`config.mk`:
```
export PLATFORM = sky130hd
export DESIGN_NAME = bob_retire_sched
export DESIGN_NICKNAME = d
export VERILOG_FILES = /design/src/rtl/bob_retire_sched.sv
export SDC_FILE = /design/constraint.sdc
export NUM_CORES = 1
export LEC_CHECK = 0
export BUFFER_PORTS_ARGS = -buffer_cell sky130_fd_sc_hd__buf_2
export CAP_MARGIN = 20
export CORE_MARGIN = 2
export CORE_UTILIZATION = 45
export CTS_CLUSTER_SIZE = 12
export DETAILED_ROUTE_END_ITERATION = 10
export PLACE_DENSITY = 0.75
export SYNTH_ARGS = -nofsm -noshare
export SYNTH_HDL_FRONTEND = slang
export SYNTH_SLANG_ARGS = --single-unit
```
`constraint.sdc`:
```
create_clock -name clk -period 3.3 [get_ports clk]
set_input_delay 0.33 -clock clk [delete_from_list [all_inputs] [get_ports clk]]
set_output_delay 0.33 -clock clk [all_outputs]
set_load 0.1 [all_outputs]
```
`src/rtl/bob_retire_sched.sv`:
```
// Retirement scheduler for the branch-order buffer ring: tracks completion, reads the head
// entry from the bob RAM, presents it to the retire stage and pulses do_retire on acceptance.
module bob_retire_sched #(
  parameter int unsigned COUNT = 48,
  parameter int unsigned AW    = 6,
  parameter int unsigned DW    = 65,
  parameter int unsigned SW    = 16
) (
  input  logic          clk,
  input  logic          rst,
  input  logic          except,
  input  logic [AW-1:0] flush_addr,
  input  logic          alloc_en,
  input  logic [AW-1:0] alloc_addr,
  input  logic          cmpl_en,
  input  logic [AW-1:0] cmpl_addr,
  input  logic          has_retire,
  output logic          ram_read_clkEn,
  output logic [AW-1:0] ram_read_addr,
  input  logic [DW-1:0] ram_read_data,
  output logic          do_retire,
  output logic          ret_valid,
  output logic [DW-1:0] ret_data,
  output logic [AW-1:0] ret_addr,
  input  logic          ret_ready,
  output logic [SW-1:0] ret_count
);

  typedef enum logic [0:0] {StIdle, StRead} state_e;

  state_e           state_q;
  logic [AW-1:0]    head_q;
  logic [AW-1:0]    head_nxt;
  logic [COUNT-1:0] done_q;
  logic [COUNT-1:0] done_d;
  logic [SW-1:0]    ret_count_q;
  logic             head_done;

  // Address compares instead of direct indexing keep out-of-range addresses harmless.
  always_comb begin
    head_done = 1'b0;
    for (int unsigned i = 0; i < COUNT; i++) begin
      if (head_q == AW'(i)) head_done = done_q[i];
    end
  end

  assign ram_read_addr  = head_q;
  assign ram_read_clkEn = (state_q == StIdle) & has_retire & head_done & ~except;
  assign ret_valid      = (state_q == StRead) & ~except;
  assign do_retire      = ret_valid & ret_ready;
  assign ret_addr       = head_q;
  assign ret_data       = ram_read_data;
  assign ret_count      = ret_count_q;
  assign head_nxt       = (head_q == AW'(COUNT - 1)) ? '0 : head_q + AW'(1);

  // Allocation beats completion on the same address; retirement clears the head last.
  always_comb begin
    done_d = done_q;
    for (int unsigned i = 0; i < COUNT; i++) begin
      if (cmpl_en && cmpl_addr == AW'(i))   done_d[i] = 1'b1;
      if (alloc_en && alloc_addr == AW'(i)) done_d[i] = 1'b0;
      if (do_retire && head_q == AW'(i))    done_d[i] = 1'b0;
    end
    if (except) done_d = '0;
  end

  always_ff @(posedge clk or negedge rst) begin
    if (!rst) begin
      state_q     <= StIdle;
      head_q      <= '0;
      done_q      <= '0;
      ret_count_q <= '0;
    end else begin
      done_q <= done_d;
      if (except) begin
        state_q <= StIdle;
        head_q  <= flush_addr;
      end else begin
        unique case (state_q)
          StIdle: if (ram_read_clkEn) state_q <= StRead;
          StRead: begin
            if (do_retire) begin
              state_q <= StIdle;
              head_q  <= head_nxt;
              if (ret_count_q != {SW{1'b1}}) ret_count_q <= ret_count_q + SW'(1);
            end
          end
          default: state_q <= StIdle;
        endcase
      end
    end
  end

endmodule

```
# After elaboration in Yosys (flattened, before gate mapping)
# Cells that the tools add are included.
# classes
addsub	2
n_mul	0
div_mod_pow	0
n_lt_le_gt_ge	0
eq_ne	142
shift	0
mux	201
bitwise_logic	7
reduce_logical	199
# op_table
cell	n
$eq 6x5->1 const B	48
$eq 6x6->1 const B	48
$mux 1	195
$reduce_bool 4->1	48
$eq 6x4->1 const B	24
$logic_and 1x1->1	144
$eq 6x3->1 const B	12
$mux 48	1
$eq 6x2->1 const B	6
$mux 6	4
$eq 6x1->1 const B	3
$logic_not 6->1	3
$add 16x1->16 const B	1
$ne 16x16->1 const B	1
$add 6x1->6 const B	1
$and 1x1->1	5
$reduce_and 4->1	1
$reduce_bool 2->1	2
$not 1->1	2
$pmux 1 s2	1
$reduce_and 2->1	1
# word_totals
register_bits	71
latch_bits	0
mem_bits_rw	0
romBits	0
out_inout_bits	96
mem_count	0

# Logic depth before layout (Yosys ltp)
# logic_depth
ltp_word	54
depth_mapped	10

# Worst setup path after synthesis
# OpenSTA, ideal clock, no wires.
# synth_timing
path_kind	register -> output
startpoint	reg head_q[1], in the netlist ram_read_addr[1]
endpoint	out ram_read_clkEn
t_arrival_ns	3.791
setup_slack_ns	-0.821
stages_incl_launch_ff	9
n_path_buf	0
path_cell_list	dfrtp_1 -> inv_1 -> ha_1 -> nor2_1 -> a21oi_1 -> or4_1 -> o211ai_1 -> a211oi_2 -> o21ai_1
# synth_via
elab_chain_cells	51
elab_cells_between_ends	98
cone_classes	47 x eq/ne; 48 x mux; 2 x bitwise; 1 x reduce/logical
# synth_lines
item	line	text
start: declaration	32	logic [AW-1:0] head_q;
start signal: assignment	77	head_q <= flush_addr;
start signal: assignment	84	head_q <= head_nxt;
$logic_not 6->1	43	if (head_q == AW'(i)) head_done = done_q[i];
$mux 1 (47 in a row)	43	
$mux 1 (*)	43	
$and 1x1->1 (*) (2 in a row)	48	assign ram_read_clkEn = (state_q == StIdle) & has_retire & head_done & ~except;
end: declaration	18	output logic ram_read_clkEn,
# Mark *: on every way between the ends. The rest lies on a longest branch, timed or not.

# Final worst setup path
# layout_timing
startpoint	reg head_q[3], in the netlist ram_read_addr[3]
endpoint	out ram_read_clkEn
# The elaborated chain is that of the path after synthesis.

==> results by group <==
Outcome
  – Outcome: complete, no violations

Timing
  – F_max: 0.321 GHz
  – Final hold slack: 0.194 ns
  – Worst rel slew slack: 39.4%
  – Final setup violating endpoints: 0
  – Crit path time final: 3.11 ns
  – Setup Skew: 0.00550 ns
  – Final Hold Violating Endpoints: 0
  – Slew Viols, Final: 0
  – Tcrit/Tclk final: 94.3%
  – Worst Tran Pin Value: 0.908 ns
  – RSZ-0062 raised after global routing: no
  – Final setup TNS: 0 ns

Clocking
  – Setup Fix Bufs, Post-CTS: 0
  – Root buffer cell: clkbuf_16
  – H-tree depth: 3
  – CTS tree: yes
  – Post-cts resize count: 0
  – Clk_lat worst skew: 0.34 ns
  – Clock-pin transition on the worst setup and hold timing paths: 0.06 ns
  – CTS Buf Count: 9
  – Clk buf depth: 2
  – Clock Sinks: 71
  – CTS Hold Bufs: 0

Layout
  – Commonest non-fill, non-tap cells in the layout: nor2_1 (89), dfrtp_1 (69), a21oi_1 (65)
  – Inserted Diodes: 0
  – Commonest non-fill, non-tap cell in the layout: nor2_1
  – Area delta synth->final: 4.02%
  – Share of cells above drive strength 1: 17.3%
  – Nets@finish: 691

Routing
  – DR WL/cell: 21.7 um
  – Pre-antenna DRT Iters: 7
  – Iteration-0 DRC Markers: 480
  – Detail Route Antenna Nets: 0
  – Routed WL: 16100 um
  – DRC: 0
  – Vias per cell: 6.48
  – Via count: 4805

Pwr
  – Leakage power: 0.00218 uW
  – Power Density: 498 nW/um^2
  – Maximum VDD drop: 217 uV

Die
  – Die Y: 111 um
  – Die area: 12200 sq um
  – Initial core utilization: 46.5%
  – Die X: 111 um
  – IO Pins: 186
  – Row count: 38
  – Core ar.: 11000 sq um

Yosys
  – Post-synth cell types: 64
  – Mapped Nets: 718
  – Post-Syn Instances: 623
  – Cell Area, Synth: 5110 sq um
  – Main synth FF type: dfrtp_1
  – Async set or reset register ratio after synthesis: 100%
  – Post-synth EDFFs: 0
  – Yosys reg bits: 71
  – YS warnings: 0
  – Post-Syn Area per Cell: 8.20 sq um
  – Seq/Total Area, Yosys: 34.8%

GRT
  – First-pass GRT wire length: 25100 um
  – Initial antenna violation count: 0
  – Vias in the first global route: 4439
  – Pin count of the biggest net entering global routing: 72
  – Overall Global Routing Usage: 25.9%
  – Gr ovfl total: 0

Critical path
  – Critical path endpoint category: output port
  – Worst EP arrival: 2.78 ns
  – FF-to-FF Start: ram_read_addr[3]
  – Crit path required time: 2.97 ns
  – Worst setup SP type: flip-flop
  – Crit-path max FO: 21
  – Worst Setup SP: ram_read_addr[3]
  – Setup CP Type: reg -> out

Min path
  – Hold Crit Start: flush_addr[4]
  – Hold Crit Class: in -> reg

Flow run
  – Max cap viols: 0

Placement
  – Port Buffers: 55
  – Post-DP HPWL: 11600 um
  – RePlAce Congestion: 1.01
## cells by family (layout without fill, tap and decap cells)
| logic type | count (synthesis) | after routing | share of synthesized area (%) |
|---|---|---|---|
| buffers and inverters | 122 | 100 | 15.4 |
| multiplexers | 2 | 2 | 0.441 |
| AO/OA/AOI/OAI | 167 | 167 | 22.0 |
| adder cells (fa/ha/maj) | 5 | 5 | 1.22 |
| XOR/XNOR | 16 | 16 | 2.74 |
| AND/OR/NAND/NOR | 240 | 240 | 23.4 |
| flip-flops | 71 | 71 | 34.8 |
## routing by layer
metal	wire length (um)	GRT usage, %	vias up
met3	1790	7.24	93
met2	7020	37.7	326
li1	-	-	2112
met4	977	15.5	0
met5	0	0	-
met1	6320	34.2	2274
## synthesized netlist by cell type (2+ instances only)
library cell,count,share of area [%]
nor3b_1,4,0.59
ha_1,5,1.2
a211oi_1,2,0.29
a31oi_1,6,0.73
xnor2_1,9,1.5
nand4_1,7,0.86
o22ai_1,2,0.24
nor3_1,16,1.6
buf_6,4,0.88
and3_1,3,0.37
buf_4,75,11
nor2_1,89,6.5
o31a_1,2,0.34
o211a_1,3,0.59
nand2_1,49,3.6
a21o_1,2,0.29
and3b_1,3,0.51
o21a_1,3,0.44
nand2b_1,15,1.8
a21oi_1,65,6.4
o31ai_1,2,0.29
clkbuf_1,14,1.0
nor4_1,13,1.6
o211ai_1,6,0.88
dfrtp_1,71,35
nand2_2,3,0.37
a311oi_1,2,0.34
xor2_1,7,1.2
inv_1,14,1.0
and4_1,3,0.51
o21ai_0,15,1.5
a211o_1,5,0.86
a2111oi_0,37,6.3
nand3_1,3,0.29
nand3b_1,4,0.59
nor2b_1,10,1.2
or2_2,3,0.37
o21ai_1,3,0.29
a221oi_1,3,0.51
and2_1,3,0.37
buf_2,14,1.4
a211oi_2,2,0.49
## final timing paths
kind | endpoint | slack (ns) | depth (start not counted)
max in group asynchronous | ram_read_addr[0] | 2.47 | 2
min in group asynchronous | ret_count[5] | 0.20 | 2
worst max register to register | state_q | 0.91 | 6
worst max-delay path | ram_read_clkEn | 0.19 | 7
worst min register to register | ret_count[5] | 0.49 | 1
worst min-delay path | ram_read_addr[4] | 0.19 | 3
## report_power, final
group / internal, uW / total, uW / switching [uW]
clock: 760 / 1130 / 366
sequential: 894 / 936 / 41.9
combinational: 141 / 583 / 442
total: 1800 / 2640 / 850
## area by class of cell
class                           count  area, sq um
Inverter                           14         52.6
Multi-Input combinational cell    430         2560
Fill cell                        1034         5670
Timing Repair Buffer               70          403
Sequential cell                    71         1780
Clock buffer                       13          250
Clock inverter                      3         90.1
Tap cell                          140          175
## registers in the layout (all words and copies together) (netlist names)
signal / flops
done_q: 48
ret_count: 16
state_q: 1
ram_read_addr: 6
## worst max-delay path, cell delays in order, from the launching register on
cell and delay (ns):
dfrtp_1 0.76, nand2b_1 0.29, o32a_1 0.36, a211oi_2 0.28, a311oi_1 0.10, a211oi_2 0.39
o21ai_4 0.09, buf_12 0.17
## per-stage QoR
| step | power (uW) | setup slack, ns | instance area, sq um | util, % | instances |
|---|---|---|---|---|---|
| after floorplan | 1760 | 0.291 | 5120 | - | 623 |
| after global placement | 1520 | 0.517 | 4970 | 45.2 | 725 |
| after detailed placement | 1520 | 0.458 | 4970 | 45.2 | 725 |
| after CTS | 2650 | 0.0911 | 5310 | 48.3 | 741 |
| after global routing | 2730 | 0.0123 | 5320 | 48.4 | 741 |
| final | 2640 | 0.189 | 5320 | 48.4 | 741 |
Note: power is estimated with default switching activity, not from simulation.
